**config.mk**
```make
export PLATFORM = sky130hd
export DESIGN_NAME = stripe_lane_scheduler
export DESIGN_NICKNAME = d
export VERILOG_FILES = /design/src/rtl/stripe_pkg.sv /design/src/rtl/stripe_lane_scheduler_rr_next_lane.sv /design/src/rtl/stripe_lane_scheduler.sv
export SDC_FILE = /design/constraint.sdc
export NUM_CORES = 1
export LEC_CHECK = 0
export BUFFER_PORTS_ARGS = -buffer_cell sky130_fd_sc_hd__buf_2
export CORE_ASPECT_RATIO = 1.4
export CORE_UTILIZATION = 46
export DETAILED_ROUTE_END_ITERATION = 8
export GPL_ROUTABILITY_DRIVEN = 0
export GPL_TIMING_DRIVEN = 0
export PLACE_DENSITY = 0.77
export SLEW_MARGIN = 30
export SYNTH_ARGS = -nofsm -noshare
export SYNTH_HDL_FRONTEND = slang
export SYNTH_SLANG_ARGS = --single-unit
```
**constraint.sdc**
```tcl
create_clock -name clk_2f -period 1.55 [get_ports clk_2f]
set_input_delay 0.31 -clock clk_2f [delete_from_list [all_inputs] [get_ports clk_2f]]
set_output_delay 0.31 -clock clk_2f [all_outputs]
set_load 0.01 [all_outputs]
```
**src/rtl/stripe_pkg.sv**
```systemverilog
// Shared definitions for the byte-striping scheduler: alignment marker,
// scheduler state encoding and lane-index helpers.
package stripe_pkg;

    // Alignment marker sent on every enabled lane when alignment is built in
    localparam logic [7:0] K_ALIGN = 8'hBC;

    typedef enum logic [1:0] {
        IDLE  = 2'd0,
        RUN   = 2'd1,
        ALIGN = 2'd2
    } state_t;

    // Width of a lane index; a single lane still needs one bit
    function automatic int lane_idx_w(input int lanes);
        return (lanes > 1) ? $clog2(lanes) : 1;
    endfunction

    // Lowest set bit of a (zero-extended) lane mask, 0 when the mask is empty
    function automatic logic [2:0] lowest_set(input logic [7:0] mask);
        logic [2:0] idx;
        idx = 3'd0;
        for (int i = 7; i >= 0; i--) begin
            if (mask[i]) idx = 3'(i);
        end
        return idx;
    endfunction

endpackage

```
**src/rtl/stripe_lane_scheduler_rr_next_lane.sv**
```systemverilog
// Round-robin lane picker: given the active lane mask and the current lane,
// reports the next enabled lane above it, whether the round wraps, and the
// lowest enabled lane.
module rr_next_lane #(
    parameter int LANES = 2,
    parameter int IW    = 1
) (
    input  logic [LANES-1:0] mask,
    input  logic [IW-1:0]    ptr,
    output logic [IW-1:0]    next_idx,
    output logic             wrap,
    output logic [IW-1:0]    low_idx
);

    // Scan downwards so the last hit is the lowest qualifying lane
    always_comb begin
        low_idx  = '0;
        next_idx = '0;
        wrap     = 1'b1;
        for (int i = LANES - 1; i >= 0; i--) begin
            if (mask[i]) begin
                low_idx = IW'(i);
            end
            if (mask[i] && (i > int'(ptr))) begin
                next_idx = IW'(i);
                wrap     = 1'b0;
            end
        end
        if (wrap) begin
            next_idx = low_idx;
        end
    end

endmodule

```
**src/rtl/stripe_lane_scheduler.sv**
```systemverilog
// Byte-striping scheduler: deals one source byte per cycle round-robin over
// the enabled lanes, stalls the source on lane backpressure and only picks up
// lane-enable changes at round boundaries.
// Optional feature: define STRIPE_ALIGN_EN to insert an alignment marker on all
// enabled lanes after every ALIGN_PERIOD complete rounds.
module stripe_lane_scheduler
    import stripe_pkg::*;
#(
    parameter int LANES        = 2,
    parameter int DW           = 8,
    parameter int ALIGN_PERIOD = 16
) (
    input  logic                clk_2f,
    input  logic                reset,
    input  logic [DW-1:0]       data_in,
    input  logic                valid_in,
    output logic                ready_out,
    input  logic [LANES-1:0]    lane_en,
    input  logic [LANES-1:0]    lane_ready,
    output logic [LANES*DW-1:0] lane_data,
    output logic [LANES-1:0]    lane_valid
);

    localparam int IW = lane_idx_w(LANES);

`ifdef STRIPE_ALIGN_EN
    localparam int             RC_W   = (ALIGN_PERIOD > 1) ? $clog2(ALIGN_PERIOD) : 1;
    localparam logic [RC_W-1:0] RC_MAX = RC_W'(ALIGN_PERIOD - 1);

    logic [RC_W-1:0] round_cnt;
    logic [RC_W-1:0] round_cnt_n;
`endif

    state_t             state;
    state_t             state_n;
    logic [IW-1:0]      ptr;
    logic [IW-1:0]      ptr_n;
    logic [IW-1:0]      next_idx;
    logic [IW-1:0]      low_idx;
    logic [IW-1:0]      reload_idx;
    logic               wrap;
    logic               transfer;
    logic [LANES-1:0]   en_shadow;
    logic [LANES-1:0]   en_shadow_n;
    logic [LANES-1:0]   lane_valid_n;
    logic [LANES*DW-1:0] lane_data_n;

    rr_next_lane #(
        .LANES (LANES),
        .IW    (IW)
    ) u_rr_next_lane (
        .mask     (en_shadow),
        .ptr      (ptr),
        .next_idx (next_idx),
        .wrap     (wrap),
        .low_idx  (low_idx)
    );

    assign ready_out  = (state == RUN) && lane_ready[ptr];
    assign transfer   = valid_in && ready_out;
    assign reload_idx = IW'(lowest_set(8'(lane_en)));

    // Next-state, lane pointer, shadow mask and lane output computation
    always_comb begin
        state_n      = state;
        ptr_n        = ptr;
        en_shadow_n  = en_shadow;
        lane_data_n  = lane_data;
        lane_valid_n = '0;
`ifdef STRIPE_ALIGN_EN
        round_cnt_n  = round_cnt;
`endif
        case (state)
            IDLE: begin
                en_shadow_n = lane_en;
                ptr_n       = reload_idx;
                if (lane_en != '0) begin
                    state_n = RUN;
                end
            end
            RUN: begin
                if (transfer) begin
                    for (int i = 0; i < LANES; i++) begin
                        if (ptr == IW'(i)) begin
                            lane_data_n[i*DW +: DW] = data_in;
                            lane_valid_n[i]         = 1'b1;
                        end
                    end
                    if (!wrap) begin
                        ptr_n = next_idx;
                    end else begin
                        en_shadow_n = lane_en;
                        ptr_n       = reload_idx;
`ifdef STRIPE_ALIGN_EN
                        if (round_cnt != RC_MAX) begin
                            round_cnt_n = round_cnt + 1'b1;
                        end
`endif
                        if (lane_en == '0) begin
                            state_n = IDLE;
                        end
`ifdef STRIPE_ALIGN_EN
                        else if (round_cnt == RC_MAX) begin
                            state_n = ALIGN;
                        end
`endif
                    end
                end
            end
`ifdef STRIPE_ALIGN_EN
            ALIGN: begin
                if ((en_shadow & ~lane_ready) == '0) begin
                    for (int i = 0; i < LANES; i++) begin
                        if (en_shadow[i]) begin
                            lane_data_n[i*DW +: DW] = DW'(K_ALIGN);
                            lane_valid_n[i]         = 1'b1;
                        end
                    end
                    round_cnt_n = '0;
                    ptr_n       = low_idx;
                    state_n     = RUN;
                end
            end
`endif
            default: begin
                state_n = IDLE;
            end
        endcase
    end

    // State, pointer, shadow mask and registered lane outputs
    always_ff @(posedge clk_2f) begin
        if (!reset) begin
            state      <= IDLE;
            ptr        <= '0;
            en_shadow  <= '0;
            lane_data  <= '0;
            lane_valid <= '0;
`ifdef STRIPE_ALIGN_EN
            round_cnt  <= '0;
`endif
        end else begin
            state      <= state_n;
            ptr        <= ptr_n;
            en_shadow  <= en_shadow_n;
            lane_data  <= lane_data_n;
            lane_valid <= lane_valid_n;
`ifdef STRIPE_ALIGN_EN
            round_cnt  <= round_cnt_n;
`endif
        end
    end

endmodule

```
==> results.py <==
metrics = {
    "global_routing": {
        "grt_pass1_vias": 687,
        "grt_most_used_layer": "met2",
        "grt_usage_pct": 19.2,
        "grt_pass1_wl_um": 2730,
        "antenna_found_initial": 0,
        "grt_max_degree": 13,
        "grt_overflow": 0,
        "use_met1_pct": 21.1,
        "gr-usage-met3_pct": 2.55,
        "gr-usage-met2_pct": 34.7,
    },
    "cts": {
        "clkTransAtPathRegs_ns": 0.11,
        "cts_max_level": 1,
        "cts_resized": 0,
        "tritoncts": "done",
        "post_cts_buffers": 0,
        "clockBufferDepth": 2,
        "clk_latency_ns": 0.29,
        "root_buffer": "clkbuf_4",
        "numCtsBuffers": 3,
        "hold_buffers": 0,
        "cts_sinks": 21,
    },
    "synth": {
        "synthTopCellsByArea": "dfxtp_1 (50%), nand2_1 (15%), a21boi_0 (14%)",
        "ys.flop_type": "dfxtp_1",
        "postSynthAreaPerCell_um2": 8.81,
        "ys_ff_latch": 21,
        "yosys_warnings": 0,
        "syn_area_um2": 846,
        "synth_compound_area_share_pct": 20.7,
        "seq_area_frac_synth_pct": 49.7,
        "synth_cells": 96,
        "synth-adder-area-share_pct": 0,
        "synth.distinct_cells": 19,
        "synthTopCellsByCount": "nand2_1 (33), dfxtp_1 (21), a21boi_0 (16), nor2b_1 (4)",
        "yosysMostFrequentCell": "nand2_1",
        "muxShareOfSynthArea_pct": 1.18,
        "syn_nets": 111,
        "synthDominantCellAreaShare_pct": 49.7,
        "synth_top_family_by_area": "simple AND/OR/NAND/NOR gates",
        "yosys.area_share.simple_pct": 23.1,
        "synth-edff-count": 0,
        "post-synth-top-area-cell": "dfxtp_1",
        "synthArstFlopShare_pct": 0,
        "synth-xor-area-share_pct": 0,
    },
    "sta": {
        "min_period_ns": 1.44,
        "fmax_ghz": 0.694,
        "slew-limit-headroom_pct": 73.3,
        "worstMarginPinSlew_ns": 0.401,
        "rsz0062_at_grt": "no",
        "fin_skew_ns": 0.00189,
        "slew_viol_final": 0,
        "finalCritPeriodShare_pct": 92.9,
        "hold_viol": 0,
        "setup_viol": 0,
        "fin_tns_setup_ns": 0,
    },
    "setup_path": {
        "startpoint": "ptr",
        "critical_path.startpoint_type": "register",
        "worstPathMaxFanout": 8,
        "crit_required_ns": 1.24,
        "timing.rr.end": "state[0]",
        "reg2reg_from": "ptr",
        "rr_worst_depth": 2,
        "rrSetupSlack_ns": 0.27,
        "end_kind": "output port",
        "crit_arrival_ns": 1.13,
        "critPathKind": "register to output port",
    },
    "route": {
        "vias_per_cell": 5.09,
        "drt.antenna.violating_nets": 0,
        "initialDrtViolationCount": 11,
        "drc": 0,
        "first_pass_iters": 5,
        "via_count": 774,
        "wl_um": 1700,
        "wire_per_inst_um": 11.2,
    },
    "outcome": {
        "status": "finished, final reports clean",
    },
    "job": {
        "max_cap_violations": 0,
    },
    "placement": {
        "dp_hpwl_um": 1290,
        "port_buffers": 33,
    },
    "floorplanning": {
        "start_util_pct": 48.8,
        "core_area_um2": 1730,
        "dieArea_um2": 2020,
        "die_width_um": 38.2,
        "ios": 34,
        "dieHeight_um": 52.7,
        "rows": 18,
    },
    "hold_path": {
        "hold_start": "data_in[7]",
        "holdCritPathClass": "primary input to register",
        "worstHoldEndpoint": "lane_data[15]",
        "hold_depth": 3,
    },
    "layout": {
        "n_fill_cell": 162,
        "fin_nets": 148,
        "final_util_pct": 61.6,
        "layout-drive-gt1-share_pct": 32.6,
        "diodes": 0,
        "syn_to_final_growth_pct": 26.3,
    },
    "pwr": {
        "ir_worst_vdd_mv": 0.565,
        "leakage_nw": 0.476,
        "power_density_nw_per_um2": 872,
    },
}
-- registers in the layout, summed over array words and instances, names as in the netlist --
name	count
lane_data	16
ptr	1
en_shadow	1
state	1
lane_valid	2
-- cell usage in the layout, fill, tap and decap left out, types with 2 or more instances in the layout --
master and instances:
clkbuf_4 3, buf_2 36, and2_1 2, dfxtp_1 20, nand2_1 33, a21boi_0 16
o311a_1 2, nor2b_1 4, inv_1 3, clkbuf_1 2
-- power breakdown --
group	leakage, nW	switching, mW	internal [mW]
Sequential	0.171	0.0117	0.557
Combinational	0.287	0.0583	0.0559
Clock	0.0177	0.153	0.0959
Total	0.476	0.223	0.709
-- worst max-delay path by stage --
stage              endpoint
6_report          ready_out
5_1_grt           ready_out
4_1_cts           ready_out
3_5_place_dp       state[0]
3_3_place_gp       state[0]
2_1_floorplan  en_shadow[1]
-- kinds of logic after synthesis --
logic type	count (synthesis)
buf+inv	9
flops	21
simple gates	43
compound gates	22
mux	1
-- metrics by stage --
step                      area [um^2]  hold slack (ns)  power (mW)  setup slack [ns]  instances
final                            1070            0.260       0.932             0.109        152
after global routing             1070            0.247       0.986            0.0275        152
after CTS                        1060            0.258       0.942            0.0644        153
after detailed placement         1040            0.456       0.694             0.224        149
after global placement           1040            0.447       0.690             0.264        149
after floorplan                   846            0.452       0.644             0.300         96
-- layout make-up --
type,count,area [um^2],share of cell area [%]
Timing Repair Buffer,33,165,15.5
Buffer,5,22.5,2.11
Tap cell,20,25.0,2.34
Clock buffer,3,22.5,2.11
Clock inverter,1,5.00,0.468
Sequential cell,21,424,39.7
Multi-Input combinational cell,66,393,36.8
Inverter,3,11.3,1.05
-- per-layer routing --
metal | up-vias | wire length (um)
li1 | 392 | -
met1 | 357 | 665
met2 | 23 | 943
met3 | 2 | 67
met4 | 0 | 19
met5 | - | 0
-- worst max-delay path: stages, from the launching register on --
cell and delay (ns):
dfxtp_4 0.41, mux2i_4 0.24, nor2b_1 0.06, buf_2 0.13
Power figures use the tool's default switching activity.
